==> config.mk <==
export PLATFORM = sky130hd
export DESIGN_NAME = uart_rx_fifo_flat
export DESIGN_NICKNAME = d
export VERILOG_FILES = /design/src/rtl/uart_rx_fifo_if.sv /design/src/rtl/uart_rx_fifo.sv /design/src/flat_wrapper.sv
export SDC_FILE = /design/constraint.sdc
export NUM_CORES = 1
export LEC_CHECK = 0
export CAP_MARGIN = 20
export CORE_ASPECT_RATIO = 1.2
export CORE_UTILIZATION = 60
export CTS_CLUSTER_DIAMETER = 80
export DETAILED_ROUTE_END_ITERATION = 8
export PLACE_DENSITY = 0.79
export SYNTH_ARGS = -nofsm -noshare
export SYNTH_HDL_FRONTEND = slang
export SYNTH_SLANG_ARGS = --single-unit
==> constraint.sdc <==
create_clock -name clk -period 5.45 [get_ports clk]
set_input_delay 1.09 -clock clk [delete_from_list [all_inputs] [get_ports clk]]
set_output_delay 1.09 -clock clk [all_outputs]
set_load 0.01 [all_outputs]
==> src/rtl/uart_rx_fifo_if.sv <==
// uart_rx_fifo_if: serial line, pop handshake and status bundle of the buffered UART receiver
//  slave : receiver side (uart_rx, rd_en, ovr_clr in; rd_data, rx_valid, fifo_count, overrun,
//          frame_err, parity_err out)
//  master: core/driver side, directions mirrored
interface uart_rx_fifo_if #(parameter int FIFO_DEPTH = 8);
  logic                          uart_rx;
  logic                          rd_en;
  logic                          ovr_clr;
  logic [7:0]                    rd_data;
  logic                          rx_valid;
  logic [$clog2(FIFO_DEPTH):0]   fifo_count;
  logic                          overrun;
  logic                          frame_err;
  logic                          parity_err;
  modport slave (input uart_rx, rd_en, ovr_clr,
                 output rd_data, rx_valid, fifo_count, overrun, frame_err, parity_err);
  modport master (output uart_rx, rd_en, ovr_clr,
                  input rd_data, rx_valid, fifo_count, overrun, frame_err, parity_err);
endinterface

==> src/rtl/uart_rx_fifo.sv <==
// uart_rx_fifo: 8N1 (optional even parity) UART receiver feeding a first-word-fall-through FIFO
//  clk, rst : system clock, asynchronous active-high reset
//  bus      : uart_rx_fifo_if.slave (serial in, rd_en/ovr_clr in, FIFO head/status/error pulses out)
//  Define UART_RX_PARITY_EN to receive start + 8 data + even parity + stop frames.
module uart_rx_fifo #(
  parameter int CLK_FREQ   = 24000000,
  parameter int BAUD       = 115200,
  parameter int FIFO_DEPTH = 8
) (
  input logic           clk,
  input logic           rst,
  uart_rx_fifo_if.slave bus
);
  localparam int CPB = CLK_FREQ / BAUD;
  localparam int CW  = $clog2(CPB);
  localparam int AW  = $clog2(FIFO_DEPTH);
  typedef enum logic [2:0] {
    IDLE, START, DATA,
`ifdef UART_RX_PARITY_EN
    PARITY,
`endif
    STOP, BRK
  } state_t;
  state_t          state_q, state_d;
  logic [1:0]      sync_q, sync_d;
  logic [CW-1:0]   cnt_q, cnt_d;
  logic [2:0]      bit_q, bit_d;
  logic [7:0]      shift_q, shift_d;
  logic            push_q, push_d;
  logic            par_bad_q, par_bad_d;
  logic [AW-1:0]   wr_ptr_q, wr_ptr_d, rd_ptr_q, rd_ptr_d;
  logic [AW:0]     count_q, count_d;
  logic            overrun_q, overrun_d;
  logic [7:0]      mem_q [FIFO_DEPTH];
  logic            rx_s, tick, pop, full, wr;
  assign rx_s = sync_q[1];
  assign tick = cnt_q == '0;
  assign sync_d = {sync_q[0], bus.uart_rx};
  always_comb begin
    state_d   = state_q;
    cnt_d     = tick ? CW'(CPB - 1) : cnt_q - 1'b1;
    bit_d     = bit_q;
    shift_d   = shift_q;
    push_d    = 1'b0;
    par_bad_d = par_bad_q;
    bus.frame_err  = 1'b0;
    bus.parity_err = 1'b0;
    case (state_q)
      IDLE: begin
        cnt_d   = CW'(CPB / 2);
        state_d = rx_s ? IDLE : START;
      end
      START: if (tick) begin
        state_d   = rx_s ? IDLE : DATA;
        bit_d     = '0;
        par_bad_d = 1'b0;
      end
      DATA: if (tick) begin
        shift_d = {rx_s, shift_q[7:1]};
        bit_d   = bit_q + 1'b1;
`ifdef UART_RX_PARITY_EN
        state_d = bit_q == 3'd7 ? PARITY : DATA;
`else
        state_d = bit_q == 3'd7 ? STOP : DATA;
`endif
      end
`ifdef UART_RX_PARITY_EN
      PARITY: if (tick) begin
        par_bad_d = ^{shift_q, rx_s};
        state_d   = STOP;
      end
`endif
      STOP: if (tick) begin
        bus.frame_err  = !rx_s;
        bus.parity_err = par_bad_q;
        push_d         = rx_s & !par_bad_q;
        state_d        = rx_s ? IDLE : BRK;
      end
      BRK: state_d = rx_s ? IDLE : BRK;
      default: state_d = IDLE;
    endcase
  end
  assign pop  = bus.rd_en & (count_q != '0);
  assign full = count_q == (AW+1)'(FIFO_DEPTH);
  // A full FIFO still accepts a byte when the head is popped in the same cycle.
  assign wr   = push_q & (!full | pop);
  always_comb begin
    wr_ptr_d  = wr_ptr_q + AW'(wr);
    rd_ptr_d  = rd_ptr_q + AW'(pop);
    count_d   = count_q + (AW+1)'(wr) - (AW+1)'(pop);
    overrun_d = (push_q & !wr) | (overrun_q & !bus.ovr_clr);
  end
  always_ff @(posedge clk or posedge rst) begin
    if (rst) begin
      state_q   <= IDLE;
      sync_q    <= 2'b11;
      cnt_q     <= '0;
      bit_q     <= '0;
      shift_q   <= '0;
      push_q    <= 1'b0;
      par_bad_q <= 1'b0;
      wr_ptr_q  <= '0;
      rd_ptr_q  <= '0;
      count_q   <= '0;
      overrun_q <= 1'b0;
    end else begin
      state_q   <= state_d;
      sync_q    <= sync_d;
      cnt_q     <= cnt_d;
      bit_q     <= bit_d;
      shift_q   <= shift_d;
      push_q    <= push_d;
      par_bad_q <= par_bad_d;
      wr_ptr_q  <= wr_ptr_d;
      rd_ptr_q  <= rd_ptr_d;
      count_q   <= count_d;
      overrun_q <= overrun_d;
    end
  end
  always_ff @(posedge clk) begin
    if (wr) mem_q[wr_ptr_q] <= shift_q;
  end
  assign bus.rx_valid   = count_q != '0;
  assign bus.rd_data    = bus.rx_valid ? mem_q[rd_ptr_q] : 8'h00;
  assign bus.fifo_count = count_q;
  assign bus.overrun    = overrun_q;
endmodule

==> src/flat_wrapper.sv <==
// flat-port wrapper written by rule: the top's interface ports become plain ports
module uart_rx_fifo_flat 
#(
  parameter int CLK_FREQ   = 24000000,
  parameter int BAUD       = 115200,
  parameter int FIFO_DEPTH = 8
)
  (clk, rst, bus_uart_rx, bus_rd_en, bus_ovr_clr, bus_rd_data, bus_rx_valid, bus_fifo_count, bus_overrun, bus_frame_err, bus_parity_err);
  uart_rx_fifo_if #(.FIFO_DEPTH(FIFO_DEPTH)) bus_i ();
  input logic clk;
  input logic rst;
  input wire logic [$bits(bus_i.uart_rx)-1:0] bus_uart_rx;
  input wire logic [$bits(bus_i.rd_en)-1:0] bus_rd_en;
  input wire logic [$bits(bus_i.ovr_clr)-1:0] bus_ovr_clr;
  output wire logic [$bits(bus_i.rd_data)-1:0] bus_rd_data;
  output wire logic [$bits(bus_i.rx_valid)-1:0] bus_rx_valid;
  output wire logic [$bits(bus_i.fifo_count)-1:0] bus_fifo_count;
  output wire logic [$bits(bus_i.overrun)-1:0] bus_overrun;
  output wire logic [$bits(bus_i.frame_err)-1:0] bus_frame_err;
  output wire logic [$bits(bus_i.parity_err)-1:0] bus_parity_err;
  assign bus_i.uart_rx = bus_uart_rx;
  assign bus_i.rd_en = bus_rd_en;
  assign bus_i.ovr_clr = bus_ovr_clr;
  assign bus_rd_data = bus_i.rd_data;
  assign bus_rx_valid = bus_i.rx_valid;
  assign bus_fifo_count = bus_i.fifo_count;
  assign bus_overrun = bus_i.overrun;
  assign bus_frame_err = bus_i.frame_err;
  assign bus_parity_err = bus_i.parity_err;
  uart_rx_fifo #(.CLK_FREQ(CLK_FREQ), .BAUD(BAUD), .FIFO_DEPTH(FIFO_DEPTH)) u_core (.clk(clk), .rst(rst), .bus(bus_i));
endmodule
======== After elaboration in Yosys (flattened, before gate mapping) ========
Memory sizes are Yosys's and may differ from the RTL's.
Cells that the tools add are included.
operators by class
  equality and inequality tests ........... 9
  mux-type cells .......................... 20
  add/subtract/negate cells ............... 6
  bitwise operators ....................... 6
  reductions and logical operators ........ 11
operator list
  cell                                                    count
  2-to-1 mux 8 bit                                        3
  2-to-1 mux 3 bit                                        6
  one-hot mux 3 bit (5 select lines)                      1
  zero test 8 bit                                         1
  2-to-1 mux 1 bit                                        8
  subtractor 8 x 1 -> 8 bit (second input constant)       1
  adder 3 x 1 -> 3 bit                                    2
  == test 3 x 2 -> 1 bit (second input constant)          2
  == test 3 bit (second input constant)                   2
  inequality test 2 x 1 -> 1 bit (second input constant)  3
  one-hot mux 3 bit (2 select lines)                      1
  AND reduction 3 bit                                     2
  adder 4 x 1 -> 4 bit                                    1
  AND 1 bit                                               4
  == test 4 bit (second input constant)                   1
  zero test 1 bit                                         4
  nonzero test 4 bit                                      1
  subtractor 4 x 1 -> 4 bit                               1
  adder 3 x 1 -> 3 bit (second input constant)            1
  == test 3 x 1 -> 1 bit (second input constant)          1
  zero test 3 bit                                         1
  2-to-1 mux 2 bit                                        1
  bitwise OR 1 bit                                        2
  AND reduction 2 bit                                     1
  nonzero test 2 bit                                      1
storage, ports and cells
  output and inout bits ................... 16
  word-level logic and storage cells ...... 63
  register bits after elaboration ......... 36
  bits of input ports ..................... 5
  memories ................................ 1
  bits in writable memories ............... 64
memories
  memory        depth  width  rd ports  clocked after Yosys merged registers in  wr ports  line                RTL
  u_core.mem_q  8      8      1         0                                        1         uart_rx_fifo.sv:34  logic [7:0] mem_q [FIFO_DEPTH];

======== Depth between registers and ports, before layout ========
  depth in word-level cells ............... 7
  gate-level depth with buffers ........... 12
  mapped depth without buffers ............ 11

======== Worst setup path after synthesis ========
OpenSTA, ideal clock, no wires.
  kind .................................... flip-flop to output port
  start point ............................. register u_core.cnt_q[3]
  end point ............................... output port bus_frame_err
  data arrival time ....................... 1.736 ns
  stages on the path, launching flop included .. 5
  buffers on the path ..................... 1
  required time ........................... 4.360 ns
  setup slack ............................. 2.624 ns
  cells stage by stage .................... dfrtp_1 or4_1 buf_2 or4_4 nor3_2
on the way
  word-level cells in the longest chain between the ends .. 3
RTL lines
  item                    line                 RTL
  start, declared         uart_rx_fifo.sv:26   logic [CW-1:0] cnt_q, cnt_d;
  start signal, assigned  uart_rx_fifo.sv:109  cnt_q <= cnt_d;
  zero test 8 bit         uart_rx_fifo.sv:37   assign tick = cnt_q == '0;
  2-to-1 mux 1 bit        uart_rx_fifo.sv:73   STOP: if (tick) begin
  2-to-1 mux 1 bit        uart_rx_fifo.sv:48   case (state_q)
  end, declared           flat_wrapper.sv:19   output wire logic [$bits(bus_i.frame_err)-1:0] bus_frame_err;
No other way between the ends.

======== Worst setup path in the final report ========
Same ends and word-level chain as after synthesis.

==> metrics.md <==
| Metric | Value |
|---|---|
| Hold EP | u_core.sync_q[1] |
| Clock-pin slew of the registers on the worst-case setup and hold paths | roughly 90 ps |
| Power per cell area | 397 mW/mm^2 |
| TritonCTS Buffers | 9 |
| Part of the cycle the worst path needs | 0.692 |
| Reg2reg start | u_core.bus.fifo_count[1] |
| Synth area leader | edfxtp_1 |
| Crit path cell chain | or4_1 > or4_4 > nor3_2 > clkdlybuf4s50_1 |
| All-Layer GR Usage | 0.208 |
| Fmax | 265 MHz |
| N_diodes | 0 |
| Worst Path Required | approximately 4400 ps |
| RSZ-0062 raised after global routing | no |
| IO Count | 21 |
| Post-CTS setup buffer count | 0 |
| Synth top area cells | edfxtp_1 45%, dfrtp_1 20%, ha_1 3.8% |
| Initial antenna violation count | 0 |
| Max VDD drop | between 0.2 and 0.3 mV |
| WL/cell | 17.0 um |
| Initial core utilization | 0.622 |
| CP max FO | 6 |
| Post-Syn Instances | 312 |
| Vias/cell | between 5 and 6 |
| Hold WC Path Type | register to register |
| WHS | around 360 ps |
| Nets | between 300 and 400 |
| Clock power share | 0.239 |
| Max_cap viols | 0 |
| Synth top area share | 0.448 |
| Final wirelength | just over 7 mm |
| Switching Fraction | 0.300 |
| Syn avg cell area | ~14 sq um |
| Detail Route Antenna Nets | 0 |
| PostCTS Resize Cnt | 0 |
| CP peak stage delay | slightly below 700 ps |
| Commonest non-fill, non-tap cell in the layout | edfxtp_1 |
| Number of global-route vias before repair | around 2400 |
| Leakage dissipation | 1.84 nW |
| # fillers | ~470 |
| Worst slew pin tran | between 700 and 800 ps |
| Core Area | 0.00690 sq mm |
| Setup TNS | 0 ps |
| Post-Syn Nets | about 330 |
| Critical path arrival | 2680 ps |
| Sequential area share after synthesis | 0.658 |
| Total clock sinks | 100 |
| GP Congestion | around 0.73 |
| Design Power | approximately 1.9 mW |
| TritonCTS clock tree | built |
| Share of layout cells above drive strength 1 | 0.0811 |
| Vias | 2421 |
| Status | complete, no violations |
| Part of the power in combinational logic | 0.294 |
| Root buffer cell | clkbuf_8 |
| Largest net degree at the start of global routing | 50 |
| Reg2reg end | u_core.bus.fifo_count[2] |
| Worst Reg-to-Reg Cells | 10 |
| Synth async-reset ratio | 0.360 |
| Crit path capture type | output pin |
| First-pass GRT wire length | between 10 and 15 mm |
| Die height | 94.6 um |
| Worst slew margin | 0.505 |
| FF/Latch Area | between 0.002 and 0.003 sq mm |
| Area growth syn-to-layout | 10.2% |
| EDFF count, synth | between 60 and 70 |
| Die W | around 80 um |
| WS Path Type | register to output pin |
| Htree depth | 3 |
| Most frequent cells in the layout | 64 x edfxtp_1, 34 x dfrtp_1, 19 x clkdlybuf4s50_1, 18 x nor2_1, 18 x nor2b_1 |
| Clk buf depth | 2 |
| Port buffer count | 19 |
| Hold wc startpoint | u_core.sync_q[0] |
| Internal | about 1.3 mW |
| Yosys cell types | 45 |
| CP max-delay cell | or4_1 |
| Sw Pwr | 564 uW |
| Seq pwr share | 0.467 |
| GR Overflow Total | 0 |
| Internal reg-to-reg setup slack | 2820 ps |
| Synth Cell Area | 0.00429 sq mm |
| Final setup fails | 0 |
| Final Critical Period | around 3800 ps |
| Hold Path Cell Cnt | 0 |
| Synth Flop Type | edfxtp_1 |
| Startpoint Class | register |
| Final Max Tran Viols | 0 |
| Number of synthesized register bits | 100 |
| First-pass DRT Iterations | 4 |
| Synth warn | 0 |
| Dpl hpwl | 4.87 mm |
| Initial DRC count | approximately 110 |
| DRC | 0 |
| Die area | around 0.0075 sq mm |
| Skew-Pair Late Insertion Delay | between 300 and 400 ps |
| Post-cts hold buffer count | 0 |
| Multi-input logic area | 0.00133 sq mm |
| Worst Skew | around 10 ps |
| # rows | 33 |
| Final Hold Fails | 0 |
-- how the worst max path moves through the flow --
| stage | startpoint | endpoint | slack, ps | cells past startpoint |
|---|---|---|---|---|
| after floorplan | u_core.cnt_q[3] | bus_frame_err | 2620 | 4 |
| after global placement | bus_rd_en | u_core.mem_q[1][1] | 2080 | 5 |
| after detailed placement | bus_rd_en | u_core.mem_q[1][1] | 1930 | 5 |
| after CTS | u_core.cnt_q[3] | bus_frame_err | 1650 | 4 |
| after global routing | u_core.cnt_q[3] | bus_frame_err | 1590 | 4 |
| final | u_core.cnt_q[3] | bus_frame_err | 1680 | 4 |
-- power groups by stage --
| stage | Combinational (mW) | Sequential (mW) | Clock [mW] |
|---|---|---|---|
| after floorplan | 0.353 | 0.874 | 0 |
| after global placement | 0.536 | 0.891 | 0 |
| after CTS | 0.558 | 0.879 | 0.460 |
| final | 0.552 | 0.878 | 0.449 |
| after detailed placement | 0.556 | 0.896 | 0 |
| after global routing | 0.608 | 0.884 | 0.486 |
-- cell families after synthesis --
| logic type | Yosys count | share of synthesized area |
|---|---|---|
| buffers and inverters | 33 | 0.0315 |
| other | 1 | 0.000874 |
| AOI/OAI and AO/OA | 42 | 0.0743 |
| muxes | 24 | 0.0583 |
| adders and majority gates | 14 | 0.0426 |
| and+or+nand+nor | 90 | 0.118 |
| xor gates and xnor gates | 8 | 0.0163 |
| DFF | 100 | 0.658 |
-- per-layer routing --
layer  wire [um]  track usage
met1        3150        0.244
met2        3760        0.379
met3         142       0.0377
met4          96       0.0788
met5           0            0
-- cell usage after synthesis, types with 2 or more instances --
| library cell | instances |
|---|---|
| a2111oi_0 | 8 |
| a211oi_1 | 9 |
| a21oi_1 | 4 |
| a22o_1 | 8 |
| a311oi_1 | 2 |
| and2_1 | 4 |
| and3_1 | 3 |
| buf_2 | 3 |
| buf_4 | 2 |
| clkbuf_1 | 12 |
| dfrtp_1 | 34 |
| dfstp_2 | 2 |
| edfxtp_1 | 64 |
| ha_1 | 13 |
| inv_1 | 15 |
| mux2_1 | 8 |
| mux2i_1 | 16 |
| nand2_1 | 8 |
| nand2b_1 | 7 |
| nand3_1 | 7 |
| nor2_1 | 18 |
| nor2b_1 | 18 |
| nor3_1 | 5 |
| nor4_1 | 9 |
| o21ai_0 | 4 |
| or3_1 | 3 |
| or4_1 | 2 |
| xor2_1 | 7 |
-- through the flow --
stage	util	cell area [sq um]	setup WS, ps	cells
2_1_floorplan	-	4290	2620	312
3_3_place_gp	0.657	4530	2080	402
3_5_place_dp	0.657	4530	1930	402
4_1_cts	0.684	4720	1650	418
5_1_grt	0.686	4730	1590	420
6_report	0.686	4730	1680	420
-- state kept, by name, indices dropped and copies added, names as in the netlist --
register,cells
u_core.shift_q,8
u_core.rd_ptr_q,3
u_core.state_q,3
u_core.bus.overrun,1
u_core.cnt_q,8
u_core.wr_ptr_q,3
u_core.push_q,1
u_core.sync_q,2
u_core.mem_q,64
u_core.bit_q,3
u_core.bus.fifo_count,4
-- worst max-delay path, delay by kind of cell (launching register included) --
family,cells,cell delay (ps)
buf+inv,1,550
simple gates,3,1370
flops,1,410
-- layout make-up --
| type | instances | share of cell area |
|---|---|---|
| Sequential cell | 100 | 0.597 |
| Multi-Input combinational cell | 179 | 0.281 |
| Timing Repair Buffer | 23 | 0.0460 |
| Clock buffer | 9 | 0.0262 |
| Tap cell | 87 | 0.0230 |
| Clock inverter | 7 | 0.0143 |
| Inverter | 15 | 0.0119 |
No activity file was read; power rests on OpenSTA's default activity.
==> patch 1: new RTL, same flow settings <==
Take the reset off `shift_q` and load it in a clocked block of its own.
--- a/src/rtl/uart_rx_fifo.sv
+++ b/src/rtl/uart_rx_fifo.sv
@@ -96,7 +96,6 @@
       sync_q    <= 2'b11;
       cnt_q     <= '0;
       bit_q     <= '0;
-      shift_q   <= '0;
       push_q    <= 1'b0;
       par_bad_q <= 1'b0;
       wr_ptr_q  <= '0;
@@ -108,7 +107,6 @@
       sync_q    <= sync_d;
       cnt_q     <= cnt_d;
       bit_q     <= bit_d;
-      shift_q   <= shift_d;
       push_q    <= push_d;
       par_bad_q <= par_bad_d;
       wr_ptr_q  <= wr_ptr_d;
@@ -116,6 +114,10 @@
       count_q   <= count_d;
       overrun_q <= overrun_d;
     end
+  end
+
+  always_ff @(posedge clk) begin
+    shift_q <= shift_d;
   end
   always_ff @(posedge clk) begin
     if (wr) mem_q[wr_ptr_q] <= shift_q;
Function: same outputs for any inputs over 10 cycles, from zero or initial values and one cycle with rst high; that may be too few to reach the edited logic, so the function may still have changed.
==> patch 1 against the unedited design <==
- worst setup slack better by 350 ps
- sequential cell count stayed put
- largest power group unchanged
- total power is 0.38% lower
- core utilization is 2.3 points higher
- final area is 1.5% lower
- clock skew is 0.68 ps lower
- synthesized area is 2.9% lower
- first-iteration DRC count is 12% higher
- count of clock-buffer cells in the layout is 1 higher
- routed wire length is 3.6% lower
- highest routed layer unchanged
==> patch 1: results <==
export IMPL_max_stage_delay_ps=840
export IMPL_syn_nets=279
export IMPL_vdd_drop_max_mv=0.280
export IMPL_vias=2157
export IMPL_rr_endpoint="u_core.bus.fifo_count[1]"
export IMPL_holdWs_ps=362
export IMPL_synthTopCellsByArea="edfxtp_1 (52%), dfrtp_1 (16%), mux4_2 (8.6%)"
export IMPL_hpwl_mm=4.66
export IMPL_final_cells=373
export IMPL_leakage_nw=1.72
export IMPL_switching_share_pct=27.0
export IMPL_outcome="complete, no violations"
export IMPL_wirelength_mm=6.88
export IMPL_drtIter0Drc=119
export IMPL_crit_fanout=17
export IMPL_slowest_stage="dfrtp_1"
export IMPL_numPlacedInstances=355
export IMPL_drive_above_1_share_pct=13.2
export IMPL_synthArstFlopShare_pct=28.0
export IMPL_setup_worst_path_end="bus_rd_data[5]"
export IMPL_maxSlewHeadroom_pct=33.6
export IMPL_grt_max_degree=29
export IMPL_synth_edf_count=72
export IMPL_path_delay_family="flip-flops"
export IMPL_finalNetCount=303
-- patch 1: changes by cell type after synthesis, moves of 9 or more --
| cell | change |
|---|---|
| a211oi_1 | -9 |
| mux4_2 | +16 |
| nor2b_1 | -16 |
| nor4_1 | -9 |
-- patch 1: layout make-up --
type | instances | area [um2]
repair buffers | 24 | 268
well taps | 85 | 106
flip-flops and latches | 100 | 2870
clock inverters | 5 | 53.8
clock buffers | 10 | 128
fillers | 442 | 1910
inverters | 14 | 52.6
multi-input cells | 135 | 1180
-- patch 1: cell families after synthesis --
kind of cell / synth area share, %
and+or+nand+nor: 8.89
AOI/OAI and AO/OA: 2.37
xor gates and xnor gates: 1.89
adders and majority gates: 4.38
other: 0.0900
buffers and inverters: 2.79
DFF: 68.8
muxes: 10.8
-- patch 1: layer usage --
layer	track usage [%]	share of wire [%]	up-vias
li1	-	-	1012
met1	25.1	42	1100
met2	37.1	54	34
met3	4.29	2.4	11
met4	8.64	1.6	0
met5	0	0	-
-- patch 1: power by group through the flow --
stage | combinational (W) | sequential [W] | clock [W]
global placement | 0.000456 | 0.000954 | 0
CTS | 0.000479 | 0.000939 | 0.000449
finish | 0.000526 | 0.000908 | 0.000439
floorplan | 0.000368 | 0.000878 | 0
global route | 0.000578 | 0.000914 | 0.000474
detailed placement | 0.000477 | 0.000956 | 0
-- patch 1: through the flow --
stage	utilization (%)	cell area, um2	power, W	setup slack (ps)
after floorplan	-	4170	0.00125	2880
after global placement	67.1	4410	0.00141	1840
after detailed placement	67.2	4410	0.00143	1930
after CTS	70.0	4600	0.00187	1520
after global routing	70.9	4660	0.00197	1900
final	70.9	4660	0.00187	2030
==> patch 2: new RTL, config.mk and constraints unchanged <==
Without the edit above. `FIFO_DEPTH` is set to 8 in 3 places; all go to 4.
--- a/src/rtl/uart_rx_fifo_if.sv
+++ b/src/rtl/uart_rx_fifo_if.sv
@@ -2,7 +2,7 @@
 //  slave : receiver side (uart_rx, rd_en, ovr_clr in; rd_data, rx_valid, fifo_count, overrun,
 //          frame_err, parity_err out)
 //  master: core/driver side, directions mirrored
-interface uart_rx_fifo_if #(parameter int FIFO_DEPTH = 8);
+interface uart_rx_fifo_if #(parameter int FIFO_DEPTH = 4);
   logic                          uart_rx;
   logic                          rd_en;
   logic                          ovr_clr;
--- a/src/rtl/uart_rx_fifo.sv
+++ b/src/rtl/uart_rx_fifo.sv
@@ -5,7 +5,7 @@
 module uart_rx_fifo #(
   parameter int CLK_FREQ   = 24000000,
   parameter int BAUD       = 115200,
-  parameter int FIFO_DEPTH = 8
+  parameter int FIFO_DEPTH = 4
 ) (
   input logic           clk,
   input logic           rst,
--- a/src/flat_wrapper.sv
+++ b/src/flat_wrapper.sv
@@ -3,7 +3,7 @@
 #(
   parameter int CLK_FREQ   = 24000000,
   parameter int BAUD       = 115200,
-  parameter int FIFO_DEPTH = 8
+  parameter int FIFO_DEPTH = 4
 )
   (clk, rst, bus_uart_rx, bus_rd_en, bus_ovr_clr, bus_rd_data, bus_rx_valid, bus_fifo_count, bus_overrun, bus_frame_err, bus_parity_err);
   uart_rx_fifo_if #(.FIFO_DEPTH(FIFO_DEPTH)) bus_i ();
Interface: changed (resized bus_fifo_count); port bits go from 21 to 20. The function was not compared with the original's and may differ.
==> patch 2 against the unedited design <==
- synthesized area fell by 36%
- routed wire length fell by 35%
- largest cell class unchanged
- final area fell by 32%
- total power fell by 40%
- combinational power fell by 76%
- sequential cell count fell by 35
- worst setup slack improved by 73 ps
- hold slack improved by 2.5 ps
==> patch 2: results <==
export IMPL_crit_start="u_core.cnt_q[0]"
export IMPL_buffer_area_share_pct=6.30
export IMPL_yosys_top_cells_count="edfxtp_1 (32), dfrtp_1 (31), nand2_1 (12), nor2_1 (12), inv_1 (11)"
export IMPL_num_fill_cells=253
export IMPL_vdd_drop_max_mv=0.260
export IMPL_hpwl_mm=3.29
export IMPL_synthTopCellsByArea="edfxtp_1 (35%), dfrtp_1 (28%), mux4_2 (6.5%)"
export IMPL_die_area_um2=4890
export IMPL_leakage_nw=1.40
export IMPL_synthAdderAreaFrac_pct=4.34
export IMPL_first_global_vias=1709
export IMPL_rr_endpoint="u_core.shift_q[0]"
export IMPL_cts_clk_slew_worst_paths_ps=70
export IMPL_grt_max_degree=32
export IMPL_crit_fanout=4
export IMPL_seq_share_pct=55.6
export IMPL_multi_input_area_share_pct=28.2
export IMPL_worst_pin_slew_ps=807
export IMPL_placed_cell_area_um2=3000
export IMPL_outcome="complete, no violations"
export IMPL_inverters=11
export IMPL_viasPerCell=5.75
export IMPL_clock_skew_ps=6.00
export IMPL_reg2regPathDepth=4
export IMPL_synth_distinct_cells=37
export IMPL_synthArstFlopShare_pct=50.8
export IMPL_syn_nets=206
export IMPL_synth_top_cell_area_share_pct=34.8
export IMPL_multi_input_cells=110
export IMPL_numPlacedInstances=262
export IMPL_r2r_start="u_core.cnt_q[3]"
export IMPL_post_place_ws_ps=2130
export IMPL_r2r_slack_ps=3170
export IMPL_clk_share_pct=6.42
export IMPL_nClkBuffers=12
export IMPL_ys_ff_latch=65
export IMPL_multiInputGateArea_um2=907
[patch 2: routing by layer]
layer	up-vias	wire length, um	GRT usage, %
met3	16	181	6.29
li1	746	-	-
met2	52	2560	37.8
met1	789	1740	23.4
met4	0	157	13.4
met5	-	0	0
[patch 2: critical path, cell delays in order, from the launching register on]
cell	delay (ps)
dfrtp_1	410
inv_1	100
ha_1	180
nor3b_1	330
nand2_1	200
or3_1	430
nor2_1	100
clkdlybuf4s50_1	540
[patch 2: worst min path at each step]
stage,from,depth (start not counted),slack [ps],end
after detailed placement,u_core.sync_q[0],0,350,u_core.sync_q[1]
after floorplan,u_core.sync_q[0],0,350,u_core.sync_q[1]
after CTS,u_core.sync_q[0],0,360,u_core.sync_q[1]
final,u_core.sync_q[0],0,360,u_core.sync_q[1]
after global placement,u_core.sync_q[0],0,350,u_core.sync_q[1]
after global routing,u_core.sync_q[0],0,370,u_core.sync_q[1]
